**config.mk**
```make
export PLATFORM = sky130hd
export DESIGN_NAME = btn_debounce_pulse
export DESIGN_NICKNAME = d
export VERILOG_FILES = /design/src/rtl/btn_debounce_pulse.sv
export SDC_FILE = /design/constraint.sdc
export NUM_CORES = 1
export LEC_CHECK = 0
export ABC_AREA = 1
export ABC_CLOCK_PERIOD_IN_PS = 2200
export CORE_UTILIZATION = 50
export DETAILED_ROUTE_END_ITERATION = 10
export GPL_ROUTABILITY_DRIVEN = 0
export PLACE_DENSITY = 0.68
export SLEW_MARGIN = 30
export SYNTH_ARGS = -nofsm -noshare
export SYNTH_HDL_FRONTEND = slang
export SYNTH_SLANG_ARGS = --single-unit
```
**constraint.sdc**
```tcl
create_clock -name clk -period 2.2 [get_ports clk]
set_clock_uncertainty 0.05 [all_clocks]
set_input_delay 0.44 -clock clk [delete_from_list [all_inputs] [get_ports clk]]
set_output_delay 0.44 -clock clk [all_outputs]
set_load 0.01 [all_outputs]
```
**src/rtl/btn_debounce_pulse.sv**
```systemverilog
// Per-button conditioning: 2-FF synchronizer, debounce FSM, and a single-cycle press
// strobe with optional auto-repeat, feeding the nibble up/down counter.
module btn_debounce_pulse #(
    parameter int unsigned N_BTN         = 4,
    parameter int unsigned DEB_CYCLES    = 1000000,
    parameter int unsigned REPEAT_DELAY  = 50000000,
    parameter int unsigned REPEAT_PERIOD = 10000000
) (
    input  logic             clk,
    input  logic             rstn,
    input  logic [N_BTN-1:0] btn_raw,
    input  logic [N_BTN-1:0] repeat_en,
    output logic [N_BTN-1:0] btn_level,
    output logic [N_BTN-1:0] btn_pulse
);

    localparam int unsigned CNT_MAX_A = (DEB_CYCLES > REPEAT_DELAY) ? DEB_CYCLES : REPEAT_DELAY;
    localparam int unsigned CNT_MAX   = (CNT_MAX_A > REPEAT_PERIOD) ? CNT_MAX_A : REPEAT_PERIOD;
    localparam int unsigned CNT_W     = $clog2(CNT_MAX);

    localparam logic [CNT_W-1:0] DEB_LAST = CNT_W'(DEB_CYCLES - 1);
    localparam logic [CNT_W-1:0] DLY_LAST = CNT_W'(REPEAT_DELAY - 1);
    localparam logic [CNT_W-1:0] PER_LAST = CNT_W'(REPEAT_PERIOD - 1);
    localparam logic [CNT_W-1:0] CNT_ONE  = CNT_W'(1);

    typedef enum logic [2:0] {
        StIdle,
        StDebPress,
        StHeld,
        StRepeat,
        StDebRel
    } state_e;

    state_e           state_q [N_BTN];
    state_e           state_d [N_BTN];
    logic [CNT_W-1:0] cnt_q   [N_BTN];
    logic [CNT_W-1:0] cnt_d   [N_BTN];

    logic [N_BTN-1:0] sync1_q, sync2_q;
    logic [N_BTN-1:0] level_q, level_d;
    logic [N_BTN-1:0] pulse_q, pulse_d;

    always_ff @(posedge clk) begin
        if (!rstn) begin
            sync1_q <= '0;
            sync2_q <= '0;
            level_q <= '0;
            pulse_q <= '0;
            for (int i = 0; i < N_BTN; i++) begin
                state_q[i] <= StIdle;
                cnt_q[i]   <= '0;
            end
        end else begin
            sync1_q <= btn_raw;
            sync2_q <= sync1_q;
            level_q <= level_d;
            pulse_q <= pulse_d;
            for (int i = 0; i < N_BTN; i++) begin
                state_q[i] <= state_d[i];
                cnt_q[i]   <= cnt_d[i];
            end
        end
    end

    // Every state change clears the counter, so it never needs to wrap.
    always_comb begin
        pulse_d = '0;
        level_d = level_q;
        for (int i = 0; i < N_BTN; i++) begin
            state_d[i] = state_q[i];
            cnt_d[i]   = cnt_q[i];
            unique case (state_q[i])
                StIdle: begin
                    if (sync2_q[i]) begin
                        state_d[i] = StDebPress;
                        cnt_d[i]   = '0;
                    end
                end
                StDebPress: begin
                    if (!sync2_q[i]) begin
                        state_d[i] = StIdle;
                        cnt_d[i]   = '0;
                    end else if (cnt_q[i] == DEB_LAST) begin
                        state_d[i] = StHeld;
                        cnt_d[i]   = '0;
                        level_d[i] = 1'b1;
                        pulse_d[i] = 1'b1;
                    end else begin
                        cnt_d[i] = cnt_q[i] + CNT_ONE;
                    end
                end
                StHeld: begin
                    if (!sync2_q[i]) begin
                        state_d[i] = StDebRel;
                        cnt_d[i]   = '0;
                    end else if (repeat_en[i]) begin
                        if (cnt_q[i] == DLY_LAST) begin
                            state_d[i] = StRepeat;
                            cnt_d[i]   = '0;
                            pulse_d[i] = 1'b1;
                        end else begin
                            cnt_d[i] = cnt_q[i] + CNT_ONE;
                        end
                    end else begin
                        cnt_d[i] = '0;
                    end
                end
                StRepeat: begin
                    if (!sync2_q[i]) begin
                        state_d[i] = StDebRel;
                        cnt_d[i]   = '0;
                    end else if (!repeat_en[i]) begin
                        state_d[i] = StHeld;
                        cnt_d[i]   = '0;
                    end else if (cnt_q[i] == PER_LAST) begin
                        cnt_d[i]   = '0;
                        pulse_d[i] = 1'b1;
                    end else begin
                        cnt_d[i] = cnt_q[i] + CNT_ONE;
                    end
                end
                StDebRel: begin
                    // Bounce back to pressed is not a new press.
                    if (sync2_q[i]) begin
                        state_d[i] = StHeld;
                        cnt_d[i]   = '0;
                    end else if (cnt_q[i] == DEB_LAST) begin
                        state_d[i] = StIdle;
                        cnt_d[i]   = '0;
                        level_d[i] = 1'b0;
                    end else begin
                        cnt_d[i] = cnt_q[i] + CNT_ONE;
                    end
                end
                default: begin
                    state_d[i] = StIdle;
                    cnt_d[i]   = '0;
                    level_d[i] = 1'b0;
                end
            endcase
        end
    end

    assign btn_level = level_q;
    assign btn_pulse = pulse_q;

endmodule

```
==> results.md <==
Status:
- The flow ran to the end, and the final reports show no timing, DRC or antenna violations.

Setup path:
- The required time of the critical path is 2.47 ns.
- The worst setup path is launched from a register.
- The maximum net fanout on the critical path is 12.
- STA puts the critical path data arrival time at 2.25 ns.
- The element type at the critical path end is a register.
- The category of the most critical setup path is register to register.

Detailed routing:
- The detailed router's first-iteration violation count is 762.
- After detailed routing, the total wire length is 23.2 mm.
- The via total after detailed routing is 9302.
- The remaining design rule violation count is 0.
- For this run, the detailed router's first-pass iteration total came to 6.
- In the final routed layout, each cell accounts on average for 13.1 um.
- After detailed routing, the number of vias per cell comes to 5.26.
- The number of nets with antenna violations after routing is 0.

Timing:
- The worst setup slack after layout is 0.216 ns.
- At the pin with the least slew margin, the transition time is 0.517 ns.
- The number of endpoints failing setup at the final stage is 0.
- The peak clock frequency supported by timing is 504 MHz.
- The setup total negative slack is 0 ns.
- The total count of max-transition violations in the final report was 0.
- The hold slack is 0.365 ns.
- The worst pin sits at a relative slew slack of 0.655.
- The share of the clock period used by the worst path after layout is 0.902.
- The shortest period the worst path allows is 1.98 ns.
- The number of endpoints with negative hold slack in the final report is 0.
- Setup repair after global routing left no endpoint under its margin.

Logic synthesis:
- The post-synthesis share of cell area spent on xor and xnor gates is 0.0407.
- By area, the combinational part of the netlist is dominated by simple AND/OR/NAND/NOR gates.
- The post-synthesis compound-gate area fraction is 0.113.
- The average instance area after synthesis is 5.98 um2.
- The proportion of synthesized area in mux cells is 0.
- The post-synth net total is 1527.
- Of all flip-flops after synthesis, the portion carrying an async set or reset was 0.
- The number of register bits inferred by synthesis is 132.
- Of the synthesized area, sequential elements account for 0.292.
- Of the total synthesized cell area, the portion taken by full adders, half adders and majority gates is 0.00553.
- The basic-gate share of the synthesized area counting and, or, nand and nor cells is 0.443.
- The warning count from the yosys run is 0.
- The main flop type after synthesis is sky130_fd_sc_hd__dfxtp_1.
- The number of enable flip-flop cells after synthesis is 0.
- The cell count after synthesis is 1513.
- After synthesis, the netlist uses 48 different library cells.
- The cell area after synthesis is 9050 um2.

Finish:
- The final layout contains 1544 nets.
- Relative to the synthesized area, the layout overhead comes to 11.9%.
- The repair_antennas step left the layout with diodes totalling 0.
- Of the cells placed in the final design, the portion with a size suffix greater than 1 is 0.0881.
- The count of placed standard cells in the final layout, fillers left out is 1768.
- The final core utilization is 0.579.
- The finished cells cover 10100 um2.

Place:
- The worst slack after detailed placement is 0.110 ns.
- The placed instances occupy a cell area of 9440 um2.
- The total half-perimeter wirelength after legalization and detailed placement is 16.1 mm.
- The number of placed cells counting well taps is 1734.
- During placement, the flow inserted port buffers numbering 17.

Floorplan:
- The die covers 18600 um2.
- For this configuration, the core starts out at a cell density of 0.518.
- The vertical extent of the die is 137 um.
- The core region is 17500 um2.
- In this run the horizontal extent of the chip is 137 um.
- The I/O pin count is 18.
- In this run the core area contains 48 standard-cell rows.

Global routing:
- The first global-routing pass estimated 38.5 mm of wire.
- The residual overflow from global routing is 0.
- The number of global-route vias before repair is 8228.
- The global routing usage summed across all routing layers is 0.256.
- The largest net degree at the start of global routing is 53.
- The initial antenna violation count came to 0.

Clock tree:
- The clock-pin slew reported for the worst setup and hold paths after clock tree synthesis is 0.06 ns.
- The clock buffer count from CTS is 17.
- After clock tree synthesis, the repair step resized 0 gates.
- The depth of the CTS H-tree is 4.
- The root buffer cell is sky130_fd_sc_hd__clkbuf_16.
- The CTS sink count is 132.
- The longest clock path from root to sink contains 2 buffers.
- The number of hold-repair buffers added at the cts stage is 0.
- Once the clock tree was built, the setup fixing pass inserted 0 buffers.
- The clock tree from TritonCTS is yes.
- The clock latency of the later-clocked register in the worst-skew pair is 0.42 ns.

Run:
- The max-capacitance violation count is 0.

Power and ir drop:
- The total chip power is 8.01 mW.
- The leakage power total is 3.94 nW.
- For this design the ratio of total power to cell area is 791 nW/um2.
- The worst-case IR drop observed on VDD is 0.000703 V.

Min path:
- The worst min-delay path category is register to register.
[cells by family (layout without fill, tap and decap cells)]
family / Yosys count / after routing
flip-flops: 132 / 132
XOR/XNOR: 42 / 42
buffers and inverters: 231 / 259
AO/OA/AOI/OAI: 193 / 193
AND/OR/NAND/NOR: 911 / 913
adder cells (fa/ha/maj): 4 / 4
[report_power, final]
part / internal, mW / switching, mW / leakage [nW]
clock network: 2.04 / 1.11 / 0.311
registers: 2.52 / 0.152 / 1.07
logic: 0.669 / 1.51 / 2.56
total: 5.24 / 2.77 / 3.94
[worst max-delay path: stages (launching register included)]
cell                      delay, ns
sky130_fd_sc_hd__dfxtp_1       0.37
sky130_fd_sc_hd__ha_1          0.18
sky130_fd_sc_hd__nand2_1       0.07
sky130_fd_sc_hd__inv_1         0.12
sky130_fd_sc_hd__nand2_1       0.12
sky130_fd_sc_hd__nor2_1        0.16
sky130_fd_sc_hd__nand3_2       0.15
sky130_fd_sc_hd__nand2_1       0.22
sky130_fd_sc_hd__nand3_4       0.21
sky130_fd_sc_hd__o21a_1        0.22
[sequential cells by signal, indices dropped and copies added (netlist names)]
register   flops
sync2_q        4
btn_pulse      4
state_q       12
btn_level      4
sync1_q        4
cnt_q        104
[synth_stat cells, drive strengths merged, types with 2 or more instances]
library cell	instances	area (um2)
buf	27	189
nor2	227	945
and3	2	12.5
nor3	50	275
nand3	88	518
nand3b	2	15.0
o21ai	56	288
dfxtp	132	2640
xnor2	7	61.3
nor4	4	25.0
clkbuf	22	87.6
o21a	2	15.0
nor3b	6	55.1
nand2	490	1900
a21oi	127	647
nand4	39	244
xor2	35	307
clkinv	2	8.75
a32oi	2	17.5
ha	4	50.1
inv	180	676
[area by class of cell]
type,count,area [um2]
Sequential cell,132,2640
Tap cell,225,282
Clock inverter,12,201
Clock buffer,20,447
Timing Repair Buffer,45,388
Inverter,182,684
Multi-Input combinational cell,1152,5480
Fill cell,1694,7350
[per-layer routing]
layer  part of all wire  GRT usage
met5                  0          0
met4              0.011     0.0636
met3              0.044     0.0496
met2               0.47      0.429
met1               0.47      0.337
[cells in the final DEF (no fill, tap or decap), drive strengths merged, types with 35 or more instances in the layout]
cell,count
nand4,39
xor2,35
o21ai,56
nand2,490
a21oi,127
nand3,90
inv,181
nor2,227
dfxtp,132
nor3,50
[worst paths after layout]
kind	start	to	slack, ns	cells after the start
setup reg to reg	cnt_q[1][0]	cnt_q[1][0]	0.22	9
hold / removal	sync1_q[0]	sync2_q[0]	0.37	2
setup / recovery	cnt_q[1][0]	cnt_q[1][0]	0.22	9
hold reg to reg	sync1_q[0]	sync2_q[0]	0.37	2
(Power assumes the default switching activity.)
